$ cat src/rtl/pci_burst_initiator.sv
// Bus-master burst engine for PCI-style sram_64-class targets: fetches host write data,
// issues one address phase per beat, checks for a target claim and ends on count, stop or abort.
module pci_burst_initiator #(
  parameter int unsigned DEVSEL_TIMEOUT = 4
) (
  input  logic        clk,
  input  logic        rst_n,
  input  logic        start,
  input  logic        cmd_we,
  input  logic [31:0] cmd_addr,
  input  logic [8:0]  cmd_len,
  input  logic        cmd_req64,
  input  logic [7:0]  cmd_be,
  input  logic [63:0] wdata,
  input  logic        wdata_valid,
  output logic        wdata_ready,
  output logic [63:0] rdata,
  output logic        rdata_valid,
  output logic        busy,
  output logic        done,
  output logic [1:0]  status,
  output logic [8:0]  beats_done,
  output logic [31:0] add_out,
  output logic [63:0] wr_data,
  output logic [7:0]  be_out,
  output logic        we_out,
  output logic        req_64,
  input  logic        devsel_32,
  input  logic        devsel_64,
  input  logic        last_add,
  input  logic [63:0] rd_data
);

  typedef enum logic [2:0] {S_IDLE, S_FETCH, S_ADDR, S_CHECK, S_DONE} state_t;

  localparam logic [3:0] TO_LIMIT = 4'(DEVSEL_TIMEOUT);

  state_t      r_state;
  state_t      w_state_next;
  logic        r_we;
  logic        r_req64;
  logic [7:0]  r_be;
  logic [8:0]  r_len;
  logic [29:0] r_word;
  logic [3:0]  r_to;

  logic        w_claim;
  logic        w_wide;
  logic [8:0]  w_beats_inc;
  logic        w_last;
  logic [3:0]  w_to_inc;
  logic        w_to_hit;
  logic        w_we_sel;
  logic        w_req64_sel;
  logic [7:0]  w_be_sel;
  logic [29:0] w_word_sel;
  logic        w_unused_addr;

  assign w_unused_addr = ^cmd_addr[1:0];

  assign w_claim     = !devsel_32 || !devsel_64;
  assign w_wide      = !devsel_64 && req_64;
  assign w_beats_inc = beats_done + 9'd1;
  assign w_last      = (w_beats_inc == r_len);
  assign w_to_inc    = r_to + 4'd1;
  assign w_to_hit    = (w_to_inc == TO_LIMIT);

  // In IDLE the command is not latched yet, so the first address phase comes straight from cmd_*.
  assign w_we_sel    = (r_state == S_IDLE) ? cmd_we    : r_we;
  assign w_req64_sel = (r_state == S_IDLE) ? cmd_req64 : r_req64;
  assign w_be_sel    = (r_state == S_IDLE) ? cmd_be    : r_be;
  always_comb begin
    w_word_sel = r_word;
    if (r_state == S_IDLE)
      w_word_sel = cmd_addr[31:2];
    else if (r_state == S_CHECK)
      w_word_sel = r_word + 30'd1;
  end

  assign wdata_ready = (r_state == S_FETCH);
  assign busy        = (r_state != S_IDLE);
  assign done        = (r_state == S_DONE);

  always_comb begin
    w_state_next = r_state;
    case (r_state)
      S_IDLE: begin
        if (start) begin
          if (cmd_len == 9'd0)
            w_state_next = S_DONE;
          else if (cmd_we)
            w_state_next = S_FETCH;
          else
            w_state_next = S_ADDR;
        end
      end
      S_FETCH: begin
        if (wdata_valid)
          w_state_next = S_ADDR;
      end
      S_ADDR:  w_state_next = S_CHECK;
      S_CHECK: begin
        if (w_claim) begin
          if (w_last || last_add)
            w_state_next = S_DONE;
          else
            w_state_next = r_we ? S_FETCH : S_ADDR;
        end else if (w_to_hit) begin
          w_state_next = S_DONE;
        end
      end
      S_DONE:  w_state_next = S_IDLE;
      default: w_state_next = S_IDLE;
    endcase
  end

  always_ff @(posedge clk or negedge rst_n) begin
    if (!rst_n) begin
      r_state     <= S_IDLE;
      r_we        <= 1'b0;
      r_req64     <= 1'b0;
      r_be        <= 8'd0;
      r_len       <= 9'd0;
      r_word      <= 30'd0;
      r_to        <= 4'd0;
      rdata       <= 64'd0;
      rdata_valid <= 1'b0;
      status      <= 2'b00;
      beats_done  <= 9'd0;
      add_out     <= 32'd0;
      wr_data     <= 64'd0;
      be_out      <= 8'd0;
      we_out      <= 1'b0;
      req_64      <= 1'b0;
    end else begin
      r_state     <= w_state_next;
      rdata_valid <= 1'b0;
      case (r_state)
        S_IDLE: begin
          if (start) begin
            r_we       <= cmd_we;
            r_req64    <= cmd_req64;
            r_be       <= cmd_be;
            r_len      <= cmd_len;
            r_word     <= cmd_addr[31:2];
            r_to       <= 4'd0;
            beats_done <= 9'd0;
            status     <= 2'b00;
          end
        end
        S_FETCH: begin
          if (wdata_valid)
            wr_data <= wdata;
        end
        S_CHECK: begin
          if (w_claim) begin
            beats_done <= w_beats_inc;
            r_word     <= r_word + 30'd1;
            r_to       <= 4'd0;
            if (!r_we) begin
              rdata       <= w_wide ? rd_data : {32'd0, rd_data[31:0]};
              rdata_valid <= 1'b1;
            end
            if (!w_last && last_add)
              status <= 2'b01;
          end else begin
            r_to <= w_to_inc;
            if (w_to_hit)
              status <= 2'b10;
          end
        end
        default: ;
      endcase
      // Bus control is only asserted while an address phase or its check is in progress.
      if (w_state_next == S_ADDR || w_state_next == S_CHECK) begin
        we_out <= w_we_sel;
        req_64 <= w_req64_sel;
      end else begin
        we_out <= 1'b0;
        req_64 <= 1'b0;
      end
      if (w_state_next == S_ADDR) begin
        add_out <= {w_word_sel, 2'b00};
        be_out  <= w_be_sel;
      end
    end
  end

endmodule

$ cat config.mk
export PLATFORM = sky130hd
export DESIGN_NAME = pci_burst_initiator
export DESIGN_NICKNAME = d
export VERILOG_FILES = /design/src/rtl/pci_burst_initiator.sv
export SDC_FILE = /design/constraint.sdc
export NUM_CORES = 1
export LEC_CHECK = 0
export BUFFER_PORTS_ARGS = -buffer_cell sky130_fd_sc_hd__buf_2
export CORE_ASPECT_RATIO = 0.6
export CORE_MARGIN = 8
export CORE_UTILIZATION = 50
export CTS_CLUSTER_DIAMETER = 80
export DETAILED_ROUTE_END_ITERATION = 8
export PLACE_DENSITY = 0.79
export REMOVE_ABC_BUFFERS = 1
export SYNTH_ARGS = -nofsm -noshare
export SYNTH_HDL_FRONTEND = slang
export SYNTH_SLANG_ARGS = --single-unit
$ cat constraint.sdc
create_clock -name clk -period 3.2 [get_ports clk]
set_clock_uncertainty 0.2 [all_clocks]
set_input_delay 0.96 -clock clk [delete_from_list [all_inputs] [get_ports clk]]
set_output_delay 0.96 -clock clk [all_outputs]
set_load 0.03 [all_outputs]
==> results_dict.tcl, run 1 <==
set metrics [dict create \
    status "complete, no violations" \
    viasPerCell 5.62 \
    start_kind "register" \
    cap_violations 0 \
    ant_nets 0 \
    cp_top_family "buffers and inverters" \
    worst_path_max_delay_cell "dfrtp_1" \
    dp_hpwl_um 25300 \
    path_class "register to primary output" \
    period_minus_slack_ns 2.95 \
    p_seq_share_pct 33.0 \
    synth_xor_area_share_pct 1.17 \
    crit_path_end_kind "primary output" \
    n_fill_cell 1772 \
    power.density_nw_per_um2 1140 \
    clk_pin_slew_ns 0.06 \
    routed_wl_um 34500 \
    fin_nets 1629 \
    ys_ff_latch 236 \
    layout-drive-gt1-share_pct 39.1 \
    reg2reg_slack_ns 0.27 \
    grt_overflow 0 \
    cts.path.max_buffers 3 \
    netlist_instances 1091 \
    synth_compound_area_share_pct 11.4 \
    avgSynthCellArea_um2 10.2 \
    hold_path.class "input pin to asynchronous set/reset pin" \
    die_h_um 132 \
    final_cell_mix "365 x buf_2, 242 x nand2_1, 236 x dfrtp_1, 100 x mux2_2, 59 x o21ai_0" \
    r2r_start "r_word[1]$_DFFE_PN0P_" \
    clock_latency_ns 0.51 \
    cp_max_fo 8 \
    yosys_warnings 0 \
    vias 9788 \
    muxShareOfSynthArea_pct 12.7 \
    area_growth_pct 26.7 \
    htree_levels 1 \
    rr_worst_depth 7 \
    critPathMaxStageDelay_ns 0.46 \
    cp.required_ns 2.04 \
    grt_setup_unrepaired "no" \
    critPathBufInv 2 \
    root_buffer "clkbuf_16" \
    worst_slew_pin_slew_ns 0.846 \
    drv_slew 0 \
    io_pins 371 \
    mostFrequentLayoutCell "buf_2" \
    synth_edf_count 0 \
    io_buffers 366 \
    pwr-share-comb_pct 48.8 \
    hold_viol 0 \
    core_area_um2 21900 \
    die_area_um2 27400 \
    synth-main-ff-cell "dfrtp_1" \
    grt_pass1_vias 9837 \
    internal-power_w 0.00894 \
    p_leak_nw 7.14 \
    finish.utilization_pct 64.3 \
    p_sw_w 0.00715 \
    drtIter0Drc 870 \
    rows 42 \
    grt_max_degree 67 \
    ir_drop_mv 0.600 \
    initial_core_util_pct 50.7 \
    antenna_found_initial 4 \
    timing.rr.end "add_out[26]$_DFFE_PN0N_" \
    grtUsageTotal_pct 24.3 \
    fin_crit_sh_pct 92.1 \
    async_reset_ff_share_pct 100 \
    synth_cell_types 76 \
    slew_headroom_pct 43.1 \
    synth_top_family_by_area "simple AND/OR/NAND/NOR gates" \
    synth_fa_ha_area_share_pct 0.450 \
    finalPower_w 0.0161 \
    cts_tree "built" \
    seq_area_frac_synth_pct 53.1 \
    crit_arrival_ns 1.79 \
    clock_sinks 236 \
    grt_pass1_wl_um 54700 \
    crit_chain "nor3_2, inv_1, buf_2" \
    netlist_area_um2 11100 \
    gp_congestion 0.885 \
    clkPwrFrac_pct 18.2 \
    routedWlPerCell_um 19.8 \
    die_x_um 209 \
    cts_made_buffers 23 \
    p_sw_share_pct 44.4 \
    postCtsSetupRepairBufs 0 \
    max_clock_freq_mhz 339 \
    drt_pass1_iterations 5 \
    drc_errors 0 \
    synth-simple-area-share_pct 17.2 \
    setup_viol 0 \
]
==> kinds of logic after synthesis <==
group,count (synthesis)
AO/OA/AOI/OAI,194
XOR/XNOR,14
adder cells (fa/ha/maj),4
buffers and inverters,92
flip-flops,236
multiplexers,122
other,1
AND/OR/NAND/NOR,428
==> timing repair <==
item                                    CTS  global route
hold buffers                              0             0
resized for setup                         0             2
endpoints found under the setup margin    0            33
==> power by group through the flow <==
| stage | Clock [W] | Sequential [W] | Combinational, W |
|---|---|---|---|
| floorplan | 0 | 0.00715 | 0.00331 |
| global placement | 0 | 0.00522 | 0.00762 |
| detailed placement | 0 | 0.00530 | 0.00779 |
| CTS | 0.00300 | 0.00528 | 0.00781 |
| global route | 0.00312 | 0.00548 | 0.00843 |
| finish | 0.00293 | 0.00531 | 0.00784 |
==> registers in the layout, indices dropped and copies added (netlist names) <==
register / count
r_state: 3
status: 2
wr_data: 64
add_out: 30
be_out: 8
we_out: 1
r_len: 9
r_word: 30
r_be: 8
req_64: 1
r_req64: 1
rdata: 64
r_we: 1
r_to: 4
rdata_valid: 1
beats_done: 9
==> worst register-to-register path, cell delays in order (launching register included) <==
cell	delay [ns]
dfrtp_1	0.42
ha_1	0.26
and4_1	0.24
nor2b_1	0.54
nand3_1	0.33
o21a_1	0.27
a211o_1	0.30
mux2_4	0.25
==> worst max path at each step <==
stage | startpoint | end | slack, ns | cells after the start
floorplan | r_state[2]$_DFF_PN0_ | rdata[32]$_DFFE_PN0P_ | -1.75 | 6
global placement | start | add_out[13]$_DFFE_PN0N_ | -0.1 | 7
detailed placement | start | add_out[14]$_DFFE_PN0N_ | -0.11 | 7
CTS | beats_done[0]$_DFFE_PN0P_ | add_out[14]$_DFFE_PN0N_ | 0.21 | 7
global route | beats_done[0]$_DFFE_PN0P_ | add_out[10]$_DFFE_PN0N_ | 0.03 | 7
finish | r_state[1]$_DFF_PN0_ | busy | 0.25 | 3
==> metrics by stage <==
step	TNS [ns]	area (um2)	hold slack (ns)	worst slack [ns]	instances
after CTS	0	14100	0.168	0.209	1739
after detailed placement	-2.41	13200	0.250	-0.109	1699
after global placement	-2.13	13200	0.244	-0.0963	1699
after floorplan	-223.22	10700	0.279	-1.75	1017
final	0	14100	0.168	0.252	1742
after global routing	0	14100	0.173	0.0295	1741
==> cell usage after synthesis (6+ instances only) <==
library cell | number | share of area (%)
xor2_1 | 6 | 0.47
and3_1 | 12 | 0.68
and2_1 | 9 | 0.51
mux2i_1 | 9 | 0.81
nand3_1 | 57 | 2.6
xnor2_1 | 7 | 0.55
o211ai_1 | 6 | 0.41
o311ai_0 | 6 | 0.47
mux2_2 | 100 | 10
nor3_1 | 11 | 0.50
o21ai_0 | 59 | 2.7
clkbuf_1 | 45 | 1.5
buf_1 | 8 | 0.27
nor2_1 | 51 | 1.7
dfrtp_1 | 236 | 53
a21oi_1 | 49 | 2.2
a31oi_1 | 6 | 0.34
buf_2 | 12 | 0.54
mux2_4 | 13 | 1.8
o22ai_1 | 10 | 0.56
nand2_1 | 243 | 8.2
inv_1 | 17 | 0.57
==> per-layer routing <==
metal	vias to the layer above	share of wire (%)	global-route usage [%]
met5	-	0.12	0
met4	6	2.8	6.28
met3	74	11	8.86
met2	477	45	38.1
met1	4737	41	31.5
li1	4494	-	-
==> cell type report <==
type	instances	area [um2]	area share (%)
Clock inverter	8	140	0.995
Sequential cell	236	5910	41.9
Multi-Input combinational cell	765	4820	34.2
Timing Repair Buffer	396	2120	15.0
Antenna cell	2	5.00	0.0355
Inverter	17	63.8	0.453
Clock buffer	32	679	4.82
Tap cell	286	358	2.54
No activity file was read; power rests on OpenSTA's default activity.
==> run 2, diff against run 1 <==
--- a/config.mk
+++ b/config.mk
@@ -8,10 +8,10 @@
 export BUFFER_PORTS_ARGS = -buffer_cell sky130_fd_sc_hd__buf_2
 export CORE_ASPECT_RATIO = 0.6
 export CORE_MARGIN = 8
-export CORE_UTILIZATION = 50
+export CORE_UTILIZATION = 46
 export CTS_CLUSTER_DIAMETER = 80
 export DETAILED_ROUTE_END_ITERATION = 8
-export PLACE_DENSITY = 0.79
+export PLACE_DENSITY_LB_ADDON = 0.25
 export REMOVE_ABC_BUFFERS = 1
 export SYNTH_ARGS = -nofsm -noshare
 export SYNTH_HDL_FRONTEND = slang
==> constraint.sdc (replaced) <==
create_clock -name clk -period 2.7 [get_ports clk]
set_clock_uncertainty 0.2 [all_clocks]
set_input_delay 0.81 -clock clk [delete_from_list [all_inputs] [get_ports clk]]
set_output_delay 0.81 -clock clk [all_outputs]
set_load 0.03 [all_outputs]
==> run 2 against run 1 <==
  * Cell area grew 2.3%
  * First-iteration DRC count shrank 1.0%
  * Register-to-register slack lost 0.20 ns
  * Global-route usage shrank 1.4 points
  * Largest power group unchanged
==> results_dict.tcl, run 2 (same netlist as run 1, synthesis figures left out) <==
set metrics [dict create \
    status "complete, no violations" \
    hold_path.class "register to register" \
    cts.path.max_buffers 3 \
    clock_sinks 236 \
    viasPerCell 5.36 \
    dp_cells 1766 \
    clk_pin_slew_ns 0.06 \
    clkPwrFrac_pct 17.1 \
    largest_registers "rdata (64), wr_data (64)" \
    layout.cells.non_filler 1813 \
    drv_slew 0 \
    drt_pass1_iterations 7 \
    p_leak_nw 7.30 \
    die_h_um 136 \
    final_cell_mix "364 x buf_2, 242 x nand2_1, 236 x dfrtp_1, 100 x mux2_2, 59 x o21ai_0" \
    htree_levels 1 \
    area_growth_pct 29.7 \
    cap_violations 0 \
    p_sw_w 0.00853 \
    cp.required_ns 2.89 \
    crit_path_end_kind "register" \
    max_clock_freq_mhz 380 \
    antenna_found_initial 3 \
    clock_latency_ns 0.51 \
    timing.rr.end "add_out[18]$_DFFE_PN0N_" \
    root_buffer "clkbuf_16" \
    internal-power_w 0.0106 \
    grt_max_degree 65 \
    n_fill_cell 2076 \
    p_sw_share_pct 44.5 \
    min_to "rdata[32]$_DFFE_PN0P_" \
    die_area_um2 29600 \
    start_kind "register" \
    path_class "register to register" \
    ant_nets 0 \
    vias 9725 \
    grt_pass1_vias 9611 \
    cp_max_fo 30 \
    power.density_nw_per_um2 1330 \
    cts_made_buffers 23 \
    finalPower_w 0.0192 \
    slew_headroom_pct 46.4 \
    drc_errors 0 \
    layout-drive-gt1-share_pct 40.8 \
    r2r_start "r_state[1]$_DFF_PN0_" \
    cts_tree "built" \
    reg2reg_slack_ns 0.07 \
    fin_crit_sh_pct 97.4 \
    grtUsageTotal_pct 22.8 \
    rows 44 \
    dpl_cell_area_um2 13600 \
    final_area_um2 14400 \
    routedWlPerCell_um 19.6 \
    dp_hpwl_um 26200 \
    io_buffers 366 \
    initial_core_util_pct 46.4 \
    die_x_um 217 \
    routed_wl_um 35500 \
    rr_worst_depth 7 \
    hp-start "rdata[32]$_DFFE_PN0P_" \
    core_area_um2 23900 \
    mostFrequentLayoutCell "buf_2" \
    pwr-share-comb_pct 50.5 \
    p_seq_share_pct 32.4 \
    period_minus_slack_ns 2.63 \
    grt_overflow 0 \
    hold_viol 0 \
    crit_arrival_ns 2.82 \
    io_pins 371 \
    setup_viol 0 \
    ir_drop_mv 0.621 \
    min_delay_path_depth 2 \
    drtIter0Drc 861 \
    fin_nets 1663 \
    worst_slew_pin_slew_ns 0.804 \
    gp_congestion 0.914 \
    grt_pass1_wl_um 54500 \
]
-- run 2: layout make-up --
type	count	area, um2	share of cell area (%)
Inverter	17	63.8	0.443
Tap cell	322	403	2.79
Clock inverter	9	95.1	0.660
Multi-Input combinational cell	764	4840	33.6
Antenna cell	2	5.00	0.0347
Clock buffer	32	669	4.64
Timing Repair Buffer	431	2430	16.9
Sequential cell	236	5910	41.0
-- run 2: critical path: stages, from the launching register on --
cell and delay [ns]:
dfrtp_1 0.50, or4b_1 0.58, nor2_1 0.10, a21oi_1 0.11, a21bo_1 0.23, o21ba_4 0.16
buf_12 0.21, mux2_2 0.36
-- run 2: repair_timing --
action / CTS / global route
resized for setup: 3 / 10
buffers inserted: 0 / 3
hold buffers: 1 / 0
setup endpoints to repair: 15 / 34
endpoints found under the hold margin: 18 / 0
pin swaps: 0 / 1
-- run 2: metal layers --
layer | GRT usage [%] | up-vias | wire [um]
li1 | - | 4557 | -
met1 | 31.9 | 4707 | 15400
met2 | 36.2 | 410 | 16700
met3 | 4.96 | 49 | 2760
met4 | 4.98 | 2 | 700
met5 | 0 | - | 8
-- run 2: power groups by stage --
stage | Combinational [W] | Clock (W) | Sequential (W)
2_1_floorplan | 0.00392 | 0 | 0.00848
3_3_place_gp | 0.00945 | 0 | 0.00612
3_5_place_dp | 0.00963 | 0 | 0.00619
4_1_cts | 0.00967 | 0.00338 | 0.00618
5_1_grt | 0.0104 | 0.00350 | 0.00642
6_report | 0.00968 | 0.00328 | 0.00621
-- run 2: worst max path at each step --
stage | cells after the start | to | startpoint
floorplan | 6 | rdata[32]$_DFFE_PN0P_ | r_state[2]$_DFF_PN0_
global placement | 8 | be_out[4]$_DFFE_PN0N_ | cmd_len[2]
detailed placement | 8 | be_out[6]$_DFFE_PN0N_ | cmd_len[2]
CTS | 2 | wdata_ready | r_state[0]$_DFF_PN0_
global route | 4 | busy | r_state[2]$_DFF_PN0_
finish | 7 | add_out[18]$_DFFE_PN0N_ | r_state[1]$_DFF_PN0_
-- run 2: stage by stage --
| stage | setup slack [ns] | util, % | hold WS (ns) | setup TNS, ns |
|---|---|---|---|---|
| final | 0.0710 | 60.2 | 0.259 | 0 |
| after global routing | -0.00869 | 60.2 | 0.259 | -0.0103 |
| after CTS | 0.00206 | 59.9 | 0.256 | 0 |
| after detailed placement | -0.299 | 56.6 | 0.251 | -9.49 |
| after global placement | -0.235 | 56.6 | 0.245 | -7.17 |
| after floorplan | -2.25 | - | 0.279 | -329.82 |
==> run 3, diff against run 2 <==
--- a/config.mk
+++ b/config.mk
@@ -12,7 +12,6 @@
 export CTS_CLUSTER_DIAMETER = 80
 export DETAILED_ROUTE_END_ITERATION = 8
 export PLACE_DENSITY_LB_ADDON = 0.25
-export REMOVE_ABC_BUFFERS = 1
 export SYNTH_ARGS = -nofsm -noshare
 export SYNTH_HDL_FRONTEND = slang
 export SYNTH_SLANG_ARGS = --single-unit
==> run 3 against run 2 <==
  * Total power increased by 0.82%
  * Worst hold slack got worse by 0.26 ns
  * Combinational power increased by 2.3%
  * Setup slack got worse by 0.015 ns
  * First-iteration DRC count increased by 22%
  * Clock power about the same
  * Critical endpoint is now be_out[1]$_DFFE_PN0N_
==> results_dict.tcl, run 3 (same netlist as run 1, synthesis figures left out) <==
set metrics [dict create \
    area_growth_pct 30.4 \
    routed_wl_um 35800 \
    internal-power_w 0.0107 \
    crit_chain "buf_2, nor4_1, nand3_1, a21oi_1, a21bo_2, o21ba_4, buf_12, mux2_4" \
    grtUsageTotal_pct 23.0 \
    drt_pass1_iterations 5 \
    n_fill_cell 2080 \
    critPathMaxStageDelay_ns 0.33 \
    cts_tree "built" \
    crit_arrival_ns 2.83 \
    fin_crit_sh_pct 97.9 \
    power.density_nw_per_um2 1330 \
    p_sw_share_pct 44.7 \
    grt_setup_unrepaired "no" \
    mostFrequentLayoutCell "buf_2" \
    period_minus_slack_ns 2.64 \
    finish.utilization_pct 60.5 \
    p_seq_share_pct 31.7 \
    dp_hpwl_um 26300 \
    ant_nets 0 \
    start_kind "input pin" \
    final_area_um2 14500 \
    dpl_cell_area_um2 13600 \
    worst_path_max_delay_cell "a21oi_1" \
    clock_latency_ns 0.51 \
    root_buffer "clkbuf_16" \
    hold_path.class "input pin to asynchronous set/reset pin" \
    setup_viol 0 \
    grt_pass1_wl_um 54100 \
    htree_levels 1 \
    routedWlPerCell_um 19.7 \
    antenna_found_initial 1 \
    rows 44 \
    fin_nets 1675 \
    drv_slew 0 \
    io_buffers 366 \
    cp.required_ns 2.89 \
    die_h_um 136 \
    fin_setup_tns_ns 0 \
    pwr-share-comb_pct 51.2 \
    dp_cells 1774 \
    seqCellArea_um2 5910 \
    cap_violations 0 \
    drtIter0Drc 1047 \
    worst_slew_pin_slew_ns 0.834 \
    die_x_um 217 \
    grt_overflow 0 \
    clkPwrFrac_pct 17.0 \
    ir_drop_mv 0.593 \
    max_clock_freq_mhz 378 \
    largest_registers "rdata (64), wr_data (64)" \
    multi_input_area_um2 4820 \
    viasPerCell 5.44 \
    hold_viol 0 \
    crit_path_end_kind "register" \
    clk_pin_slew_ns 0.07 \
    slew_headroom_pct 44.4 \
    path_class "input pin to register" \
    p_sw_w 0.00864 \
    initial_core_util_pct 46.4 \
    grt_max_degree 67 \
    cts_made_buffers 23 \
    gp_congestion 0.902 \
    io_pins 371 \
    drc_errors 0 \
    final_cell_mix "365 x buf_2, 242 x nand2_1, 234 x dfrtp_1, 100 x mux2_2, 66 x buf_4" \
    vias 9921 \
    p_leak_nw 7.35 \
    clock_sinks 236 \
    cts.path.max_buffers 3 \
    core_area_um2 23900 \
    status "complete, no violations" \
    cp_max_fo 14 \
    layout-drive-gt1-share_pct 41.0 \
    die_area_um2 29600 \
    layout.cells.non_filler 1824 \
    grt_pass1_vias 9528 \
]
## run 3: changes by cell type in the layout (fill, tap and decap cells not counted), moves of 2 or more
cell        before  now
buf_12           7   10
buf_4           56   66
buf_6            2    0
clkbuf_8         6    1
clkinv_2         7    4
clkinv_4         0    2
clkinvlp_4       0    3
dfrtp_1        236  234
dfrtp_2          0    2
## run 3: power groups by stage
stage	combinational, W	clock [W]	sequential [W]
after floorplan	0.00421	0	0.00844
after global placement	0.00950	0	0.00608
after detailed placement	0.00969	0	0.00615
after CTS	0.00984	0.00337	0.00611
after global routing	0.0106	0.00351	0.00634
final	0.00990	0.00329	0.00613
## run 3: what timing repair did
action,4_1_cts,5_1_grt
hold buffers,0,0
cloned,1,0
buffers inserted,2,5
endpoints found under the setup margin,37,23
gates resized for setup,2,1
pin swaps,1,3
## run 3: path summary, 6_finish.rpt
check	startpoint	to	slack, ns	cells after the start
min in group clk	rdata[34]$_DFFE_PN0P_	rdata[34]$_DFFE_PN0P_	0.26	2
max in group asynchronous	rst_n	r_to[3]$_DFFE_PN0P_	1.67	2
worst max register to register	beats_done[0]$_DFFE_PN0P_	be_out[1]$_DFFE_PN0N_	0.06	8
worst min register to register	rdata[34]$_DFFE_PN0P_	rdata[34]$_DFFE_PN0P_	0.26	2
worst max-delay path	cmd_len[2]	be_out[1]$_DFFE_PN0N_	0.06	8
worst min-delay path	rst_n	r_word[7]$_DFFE_PN0P_	0.004	1
## run 3: stage by stage
stage | setup WS (ns) | total power (W) | hold slack [ns]
after floorplan | -0.0362 | 0.0126 | 0.279
after CTS | 0.0135 | 0.0193 | 0.0102
final | 0.0564 | 0.0193 | 0.00374
after global routing | 0.00358 | 0.0204 | 0.0138
after detailed placement | -0.452 | 0.0158 | 0.250
after global placement | -0.413 | 0.0156 | 0.246
## run 3: layer usage
metal	vias to the layer above	track usage, %	wire length [um]
met2	413	35.0	16300
met4	2	5.09	748
met5	-	0	11
met3	56	7.78	3410
met1	4863	31.6	15400
li1	4587	-	-
## run 3: cell type report
class | instances | area share, %
diodes | 1 | 0.0173
clock buffers | 28 | 4.17
clock inverters | 13 | 1.10
inverters | 17 | 0.440
multi-input cells | 765 | 33.2
flip-flops and latches | 236 | 40.8
well taps | 322 | 2.78
repair buffers | 442 | 17.5
## run 3: worst max-delay path, delay by kind of cell
kind	cells	cell delay [ns]
mux	1	0.30
simple gates	2	0.53
compound gates	3	0.92
buf+inv	2	0.27
